--- src/rtl/serial_pkg.sv ---
// Shared definitions for the serial frame receiver and its matching transmitter.
// Latency: n/a (types, constants and a pure function only).
// Backpressure: n/a.
package serial_pkg;

  typedef enum logic [1:0] {
    IDLE   = 2'd0,
    DATA   = 2'd1,
    PARITY = 2'd2,
    STOP   = 2'd3
  } state_t;

  localparam logic LINE_IDLE = 1'b1;
  localparam logic START_BIT = 1'b0;
  localparam logic STOP_BIT  = 1'b1;

  // Widest supported data word; narrower words are zero-extended by the caller.
  localparam int MAX_WIDTH = 16;

  // Parity bit a transmitter appends so the total count of ones over
  // data+parity is even (odd=0) or odd (odd=1).
  function automatic logic parity_of(input logic [MAX_WIDTH-1:0] word, input logic odd);
    return (^word) ^ odd;
  endfunction

endpackage

--- src/rtl/rx_shift_reg.sv ---
// WIDTH-bit right shift register, serial-in at the MSB, so the first bit ends in bit 0.
// Latency: one clock per shift; o_q reflects the shifted value after the edge.
// Backpressure: none; shifts only when i_shift=1, i_clr has priority.
//
// Ports:
//   clk     - clock
//   i_clr   - synchronous clear to all-zero (wins over i_shift)
//   i_shift - shift enable
//   i_sin   - serial input, enters at bit WIDTH-1
//   o_q     - parallel register contents
module rx_shift_reg #(
  parameter int WIDTH = 8
) (
  input  logic             clk,
  input  logic             i_clr,
  input  logic             i_shift,
  input  logic             i_sin,
  output logic [WIDTH-1:0] o_q
);

  logic [WIDTH-1:0] r_q;

  always_ff @(posedge clk) begin
    if (i_clr) begin
      r_q <= '0;
    end else if (i_shift) begin
      r_q <= {i_sin, r_q[WIDTH-1:1]};
    end
  end

  assign o_q = r_q;

endmodule

--- src/rtl/serial_frame_rx.sv ---
// Serial-to-parallel frame receiver: start bit, WIDTH data bits LSB-first, optional parity, stop bit.
// Latency: valid/frame_err pulse in the cycle right after the edge that samples the stop bit.
// Backpressure: none; the line is sampled only on bit_en strobes, state holds otherwise.
//
// Ports:
//   clk, rst           - clock; synchronous active-high reset
//   bit_en             - one-cycle bit strobe
//   sin                - serial line (idles high)
//   parity_en          - frame carries a parity bit (latched at the start bit)
//   parity_odd         - 1 = odd parity, 0 = even (latched at the start bit)
//   data               - last good frame's word, held until the next good frame
//   valid              - one-cycle pulse when data updates
//   parity_err         - qualifies valid; 1 = parity mismatch on this word
//   frame_err          - one-cycle pulse when the stop bit reads 0
//   busy               - frame in progress
module serial_frame_rx
  import serial_pkg::*;
#(
  parameter int WIDTH = 8
) (
  input  logic             clk,
  input  logic             rst,
  input  logic             bit_en,
  input  logic             sin,
  input  logic             parity_en,
  input  logic             parity_odd,
  output logic [WIDTH-1:0] data,
  output logic             valid,
  output logic             parity_err,
  output logic             frame_err,
  output logic             busy
);

  localparam int CW = (WIDTH > 1) ? $clog2(WIDTH) : 1;
  localparam logic [CW-1:0] LAST_BIT = CW'(WIDTH - 1);

  state_t           r_state, w_state_nxt;
  logic [CW-1:0]    r_cnt, w_cnt_nxt;
  logic             r_par, w_par_nxt;
  logic             r_pbit, w_pbit_nxt;
  logic             r_cfg_pen, w_cfg_pen_nxt;
  logic             r_cfg_odd, w_cfg_odd_nxt;
  // Cleared by a framing error so a held-low line (break) is not taken as a start.
  logic             r_armed, w_armed_nxt;
  logic [WIDTH-1:0] r_data;
  logic             r_valid, w_valid_nxt;
  logic             r_perr, w_perr_nxt;
  logic             r_ferr, w_ferr_nxt;
  logic             w_load;
  logic             w_shift;
  logic             w_clr;
  logic [WIDTH-1:0] w_shreg;

  rx_shift_reg #(
    .WIDTH (WIDTH)
  ) u_shreg (
    .clk     (clk),
    .i_clr   (rst | w_clr),
    .i_shift (w_shift),
    .i_sin   (sin),
    .o_q     (w_shreg)
  );

  always_ff @(posedge clk) begin
    if (rst) begin
      r_state   <= IDLE;
      r_cnt     <= '0;
      r_par     <= 1'b0;
      r_pbit    <= 1'b0;
      r_cfg_pen <= 1'b0;
      r_cfg_odd <= 1'b0;
      r_armed   <= 1'b1;
      r_data    <= '0;
      r_valid   <= 1'b0;
      r_perr    <= 1'b0;
      r_ferr    <= 1'b0;
    end else begin
      r_state   <= w_state_nxt;
      r_cnt     <= w_cnt_nxt;
      r_par     <= w_par_nxt;
      r_pbit    <= w_pbit_nxt;
      r_cfg_pen <= w_cfg_pen_nxt;
      r_cfg_odd <= w_cfg_odd_nxt;
      r_armed   <= w_armed_nxt;
      r_valid   <= w_valid_nxt;
      r_perr    <= w_perr_nxt;
      r_ferr    <= w_ferr_nxt;
      if (w_load) begin
        r_data <= w_shreg;
      end
    end
  end

  always_comb begin
    w_state_nxt   = r_state;
    w_cnt_nxt     = r_cnt;
    w_par_nxt     = r_par;
    w_pbit_nxt    = r_pbit;
    w_cfg_pen_nxt = r_cfg_pen;
    w_cfg_odd_nxt = r_cfg_odd;
    w_armed_nxt   = r_armed;
    w_valid_nxt   = 1'b0;
    w_perr_nxt    = 1'b0;
    w_ferr_nxt    = 1'b0;
    w_load        = 1'b0;
    w_shift       = 1'b0;
    w_clr         = 1'b0;

    if (bit_en) begin
      unique case (r_state)
        IDLE: begin
          if (sin == LINE_IDLE) begin
            w_armed_nxt = 1'b1;
          end else if (sin == START_BIT && r_armed) begin
            w_state_nxt   = DATA;
            w_cnt_nxt     = '0;
            w_par_nxt     = 1'b0;
            w_pbit_nxt    = 1'b0;
            w_clr         = 1'b1;
            w_cfg_pen_nxt = parity_en;
            w_cfg_odd_nxt = parity_odd;
          end
        end

        DATA: begin
          w_shift   = 1'b1;
          w_par_nxt = r_par ^ sin;
          if (r_cnt == LAST_BIT) begin
            w_state_nxt = r_cfg_pen ? PARITY : STOP;
          end else begin
            w_cnt_nxt = r_cnt + CW'(1);
          end
        end

        PARITY: begin
          w_pbit_nxt  = sin;
          w_state_nxt = STOP;
        end

        STOP: begin
          if (sin == STOP_BIT) begin
            w_load      = 1'b1;
            w_valid_nxt = 1'b1;
            // Running data parity, received parity bit and the expected sense
            // XOR to 1 exactly when the ones count is wrong.
            w_perr_nxt  = r_cfg_pen & (r_par ^ r_pbit ^ r_cfg_odd);
          end else begin
            w_ferr_nxt  = 1'b1;
            w_armed_nxt = 1'b0;
          end
          w_state_nxt = IDLE;
        end

        default: w_state_nxt = IDLE;
      endcase
    end
  end

  assign data       = r_data;
  assign valid      = r_valid;
  assign parity_err = r_perr;
  assign frame_err  = r_ferr;
  assign busy       = (r_state != IDLE);

endmodule

--- config.mk ---
export PLATFORM = sky130hd
export DESIGN_NAME = serial_frame_rx
export DESIGN_NICKNAME = d
export VERILOG_FILES = /design/src/rtl/serial_pkg.sv /design/src/rtl/rx_shift_reg.sv /design/src/rtl/serial_frame_rx.sv
export SDC_FILE = /design/constraint.sdc
export NUM_CORES = 1
export LEC_CHECK = 0
export CORE_MARGIN = 5
export CORE_UTILIZATION = 34
export CTS_CLUSTER_DIAMETER = 120
export DETAILED_ROUTE_END_ITERATION = 6
export PLACE_DENSITY = 0.53
export SLEW_MARGIN = 20
export SYNTH_ARGS = -nofsm -noshare
export SYNTH_HDL_FRONTEND = slang
export SYNTH_HIERARCHICAL = 1
export SYNTH_SLANG_ARGS = --single-unit
--- constraint.sdc ---
create_clock -name clk -period 1.9 [get_ports clk]
set_input_delay 0.38 -clock clk [delete_from_list [all_inputs] [get_ports clk]]
set_output_delay 0.38 -clock clk [all_outputs]
set_load 0.03 [all_outputs]
; Word level (Yosys, flattened, before mapping)
; Index checks and enable logic that the tools add are counted.
; Widths: inputs -> output; s select.
[classes]
eq_ne = 10
n_mux = 26
n_reduce_logical = 14
add_sub_neg = 1
bitwise_logic = 8
[op_table]
columns = op, n
row1 = $reduce_and 4->1, 5
row2 = $mux 1, 15
row3 = $ne 2x2->1 const B, 6
row4 = $mux 3, 3
row5 = $pmux 2 s4, 1
row6 = $reduce_bool 2->1, 4
row7 = $mux 2, 3
row8 = $pmux 1 s2, 3
row9 = $pmux 3 s2, 1
row10 = $reduce_and 5->1, 1
row11 = $eq 2x2->1 const B, 2
row12 = $reduce_or 4->1, 1
row13 = $add 3x1->3 const B, 1
row14 = $eq 3x3->1 const B, 1
row15 = $not 1->1, 3
row16 = $reduce_or 3->1, 1
row17 = $xor 1x1->1, 3
row18 = $eq 2x1->1 const B, 1
row19 = $logic_not 2->1, 1
row20 = $and 1x1->1, 1
row21 = $logic_and 1x1->1, 1
row22 = $or 1x1->1, 1
[word_totals]
wordCells = 71
inputBits = 6
output_inout_bits = 12
register_bits = 29

; Longest topological paths before layout
; Gate-level depths: netlist of the first run.
[logic_depth]
word_depth = 7
mapped_depth = 7
mapped_depth_nobuf = 6

; Hierarchy
; The synthesis of the first run kept the hierarchy.
[modules_own_cells]
columns = mod, cells_per_inst, area_per_inst_um2, n_inst, seq_area_each_um2
row1 = serial_frame_rx, 115, 1011.0, 1, 420.4
row2 = rx_shift_reg, 26, 285.3, 1, 160.2

; Least setup slack after synthesis of the first run
; OpenSTA, ideal clock, no wires.
[synth_path]
kind = register to register
from = reg r_state[1]
to = reg r_cnt[0]
required_ps = 1772
arrival_ps = 1484
stages_incl_launch_ff = 7
synth_period_minus_slack_ps = 1611
n_path_buf = 0
path_slack_ps = 289
setup_time_ps = 128
cell_sequence = dfxtp_1 > inv_1 > ha_1 > and2_1 > a2111oi_4 > mux2i_1 > nor2_1
[synth_between]
elab_chain_len = 3
word_cells_on_any_way = 8
classes_between = eq/ne (4) / mux (1) / reduce/logical (3)
[synth_lines]
columns = item, line_no
row1 = "start, declared", serial_frame_rx.sv:37  ; state_t r_state, w_state_nxt;
row2 = "start signal, assigned", serial_frame_rx.sv:78  ; r_state <= w_state_nxt;
row3 = $eq 2x1->1 or $logic_not 2->1 (tied branches), serial_frame_rx.sv:110  ; unique case (r_state)
row4 = $ne 2x2->1 (no source line) or $reduce_bool 2->1 (tied branches), n/a
row5 = $reduce_and 5->1 (no source line), n/a
row6 = "end signal, assigned", serial_frame_rx.sv:79  ; r_cnt <= w_cnt_nxt;
row7 = "end, declared", serial_frame_rx.sv:38  ; logic [CW-1:0] r_cnt, w_cnt_nxt;
; Parallel ways exist; a longest one is shown, timed or not.
; A chain may end at the register's enable or synchronous reset.

; Worst setup path after layout of the first run
[layout_path]
from = reg r_state[0]
to = out busy
[layout_between]
elab_chain_len = 1
[layout_lines]
columns = item, line_no
row1 = $reduce_bool 2->1, serial_frame_rx.sv:163  ; assign busy = (r_state != IDLE);
row2 = "end, declared", serial_frame_rx.sv:31  ; output logic busy
; No other way between the ends.

==> summary.txt, run 1 <==
Status - finished, final reports clean
RSZ-0062 raised after global routing - no
Min-delay worst type - reg2reg
Grt ovf - 0
Max Fclk - 553.7 MHz
First-pass GRT wire length - 4.305 mm
Critical R2R Launch - r_state[1]$_SDFFE_PP0P_
Hold-critical path depth - 2
Clock Skew - 5.018 ps
Post-synthesis mux area share - 10.04%
Row count - 22
Share of layout cells above drive strength 1 - 13.10%
CP Cell Sequence - inv_1 > ha_2 > buf_4 > inv_1 > buf_4
Commonest non-fill, non-tap cell in the layout - dfxtp_1
Global Route Usage Sum - 10.75%
Syn nets - 155
Hold_sp - data[3]$_SDFFE_PP0P_
Reg2reg setup slack - 170 ps
Wirelength per Cell - 11.58 um
DP Wirelength - 1.848 mm
Placed cells - 208
Synth-to-layout area growth - 30.12%
CTS root buffer - clkbuf_8
Synth Area in XOR/XNOR - 1.351%
Pwr Density - 866.9 mW/mm2
DRC - 0
Die Y-Extent - 71.75 um
Post-synthesis compound-gate area fraction - 12.26%
CTS tree - done
Port buffer count - 17
Largest family of logic cells by synthesized area - simple AND/OR/NAND/NOR gates
Via count - 983
Most frequent cells in the layout - dfxtp_1 (29), nand2_1 (16), nor2_1 (16), clkdlybuf4s50_1 (16)
CTS Buffer Depth - 2
Synthesized area per cell - 9.193 um2
Number of global-route vias before repair - 935
Worst slew margin - 76.20%
Startpoint Class - flip-flop
Sequential area share after synthesis - 44.79%
Setup TNS - 0 ps
Initial DRC count - 30
Crit-path max FO - 7
Layout Nets - 181
Clk pin slew, worst setup/hold paths - 60 ps
Filler cells - 377
Tcrit/Tclk final - 95.05%
CP max-delay cell - dfxtp_1
Synth cell types - 30
Final Max Tran Viols - 0
Delay-heaviest family, CP - buffers and inverters
Worst path bufs/invs - 4
Clock latency on the worst-skew pair - 280 ps
Synthesized netlist cell count - 141
# diodes - 0
FF-to-FF End - r_cnt[0]$_SDFFE_PP0P_
Core area - 0.003689 mm2
Adder-Cell Fraction of Synth Area - 7.722%
Largest net degree at the start of global routing - 10
Worst Hold Endpoint - data[3]$_SDFFE_PP0P_
Vias per cell - 4.551
Tmin final - 1806 ps
WS Path Type - reg2out
Final WL - 2.501 mm
Layout Cells excl Fill - 216
WP data required - 1520 ps
Yosys reg bits - 29
Starting Density - 35.14%
Fin. Hold Viols - 0
Leakage power - 0.6453 nW
Global placement routability congestion - 0.7884
Max VDD drop - 0.4216 mV
Sink Count - 29
I/O Pins - 18
Worst-margin pin slew - 357.0 ps
Drt first pass iters - 4
CP Capture Type - primary output
Post-Syn Area - 0.001296 mm2
Worst EP arrival - 1430 ps
Total die area - 0.005147 mm2
WHS - 453.1 ps
CTS Buf Count - 5
Die width - 71.75 um
Reg2Reg Depth - 6
Max-Cap Viols - 0
Final setup fails - 0
Post-Synth Simple-Gate Area - 19.02%
Routed Antenna Nets - 0
Design Power - 1.462 mW
Ys Warns - 6
Max incr delay on CP - 350 ps
Antenna violations before repair - 0
Max H-tree Level - 2
[worst min-delay path: stages (launching register included)]
cell and delay (ps):
dfxtp_1 310, nand2_1 50, a21oi_1 50
[area by class of cell]
class,instances,area [um2],area share (%)
Multi-Input combinational cell,98,655.6,38.87
Sequential cell,29,580.6,34.42
Timing Repair Buffer,26,247.7,14.69
Clock buffer,7,86.33,5.119
Tap cell,48,60.06,3.561
Clock inverter,1,30.03,1.780
Inverter,7,26.28,1.558
[state kept, by name, indices dropped and copies added (netlist names), 2 cells and up]
signal,flops
r_state,2
data,8
u_shreg/o_q,8
r_cnt,3
[cells in the mapped netlist, drive strengths merged]
cell / count / area (um2)
nand2b: 5 / 38.78
ha: 8 / 100.1
or3: 1 / 6.260
dfxtp: 29 / 580.6
nor3: 1 / 5.000
and3: 2 / 12.51
a211oi: 1 / 7.510
inv: 7 / 26.28
clkbuf: 3 / 11.26
mux2i: 13 / 130.1
a221oi: 2 / 23.77
xnor2: 2 / 17.52
nor2: 16 / 60.06
nor3b: 1 / 7.510
a31oi: 1 / 6.260
a21oi: 13 / 65.06
o21ai: 4 / 20.01
buf: 4 / 25.02
nor2b: 2 / 12.51
or2: 1 / 6.260
o32ai: 1 / 8.760
and2: 2 / 12.51
nand3: 5 / 25.02
a2111oi: 1 / 27.53
nand2: 16 / 60.06
[power by group]
part	internal (mW)	leakage (nW)	switching [mW]
combinational	0.0853	0.353	0.0980
clock	0.427	0.0585	0.224
sequential	0.618	0.234	0.00964
total	1.13	0.645	0.332
[stage by stage]
step	cell area (um2)	setup WS (ps)	util, %
CTS	1684	21.68	45.66
global route	1687	10.27	45.73
finish	1687	94.08	45.73
global placement	1568	76.83	42.50
floorplan	1296	288.6	-
detailed placement	1568	-19.10	42.50
[per-layer routing]
| metal | vias to the layer above | part of all wire, % | track usage (%) |
|---|---|---|---|
| li1 | 521 | - | - |
| met3 | 7 | 4.5 | 3.787 |
| met4 | 0 | 2.6 | 6.889 |
| met1 | 439 | 50 | 13.72 |
| met2 | 16 | 43 | 15.20 |
| met5 | - | 0 | 0 |
[worst max-delay path by stage]
stage,start,endpoint,slack [ps],cells after the start
after floorplan,r_state[1]$_SDFFE_PP0P_,r_cnt[0]$_SDFFE_PP0P_,290,6
after global placement,bit_en,r_state[0]$_SDFFE_PP0P_,80,5
after detailed placement,bit_en,r_state[0]$_SDFFE_PP0P_,-20,5
after CTS,r_state[0]$_SDFFE_PP0P_,busy,20,5
after global routing,r_state[1]$_SDFFE_PP0P_,r_cnt[0]$_SDFFE_PP0P_,10,6
final,r_state[0]$_SDFFE_PP0P_,busy,90,5
[timing repair]
item / CTS / global route
setup buffers: 0 / 0
hold buffers: 0 / 0
endpoints found under the hold margin: 0 / 0
gates resized for setup: 0 / 1
setup endpoints to repair: 0 / 1
[cell families after synthesis]
| logic type | Yosys count |
|---|---|
| flops | 29 |
| xor+xnor | 2 |
| simple gates | 52 |
| fa+ha+maj | 8 |
| buf+inv | 14 |
| compound gates | 23 |
| mux | 13 |
No activity file was read; power rests on OpenSTA's default activity.
==> inputs of run 2 (changes only) <==
- CAP_MARGIN: unset -> 30
==> results of run 2 <==
Same layout as run 1: the final DEF is identical, and so are final timing and power.
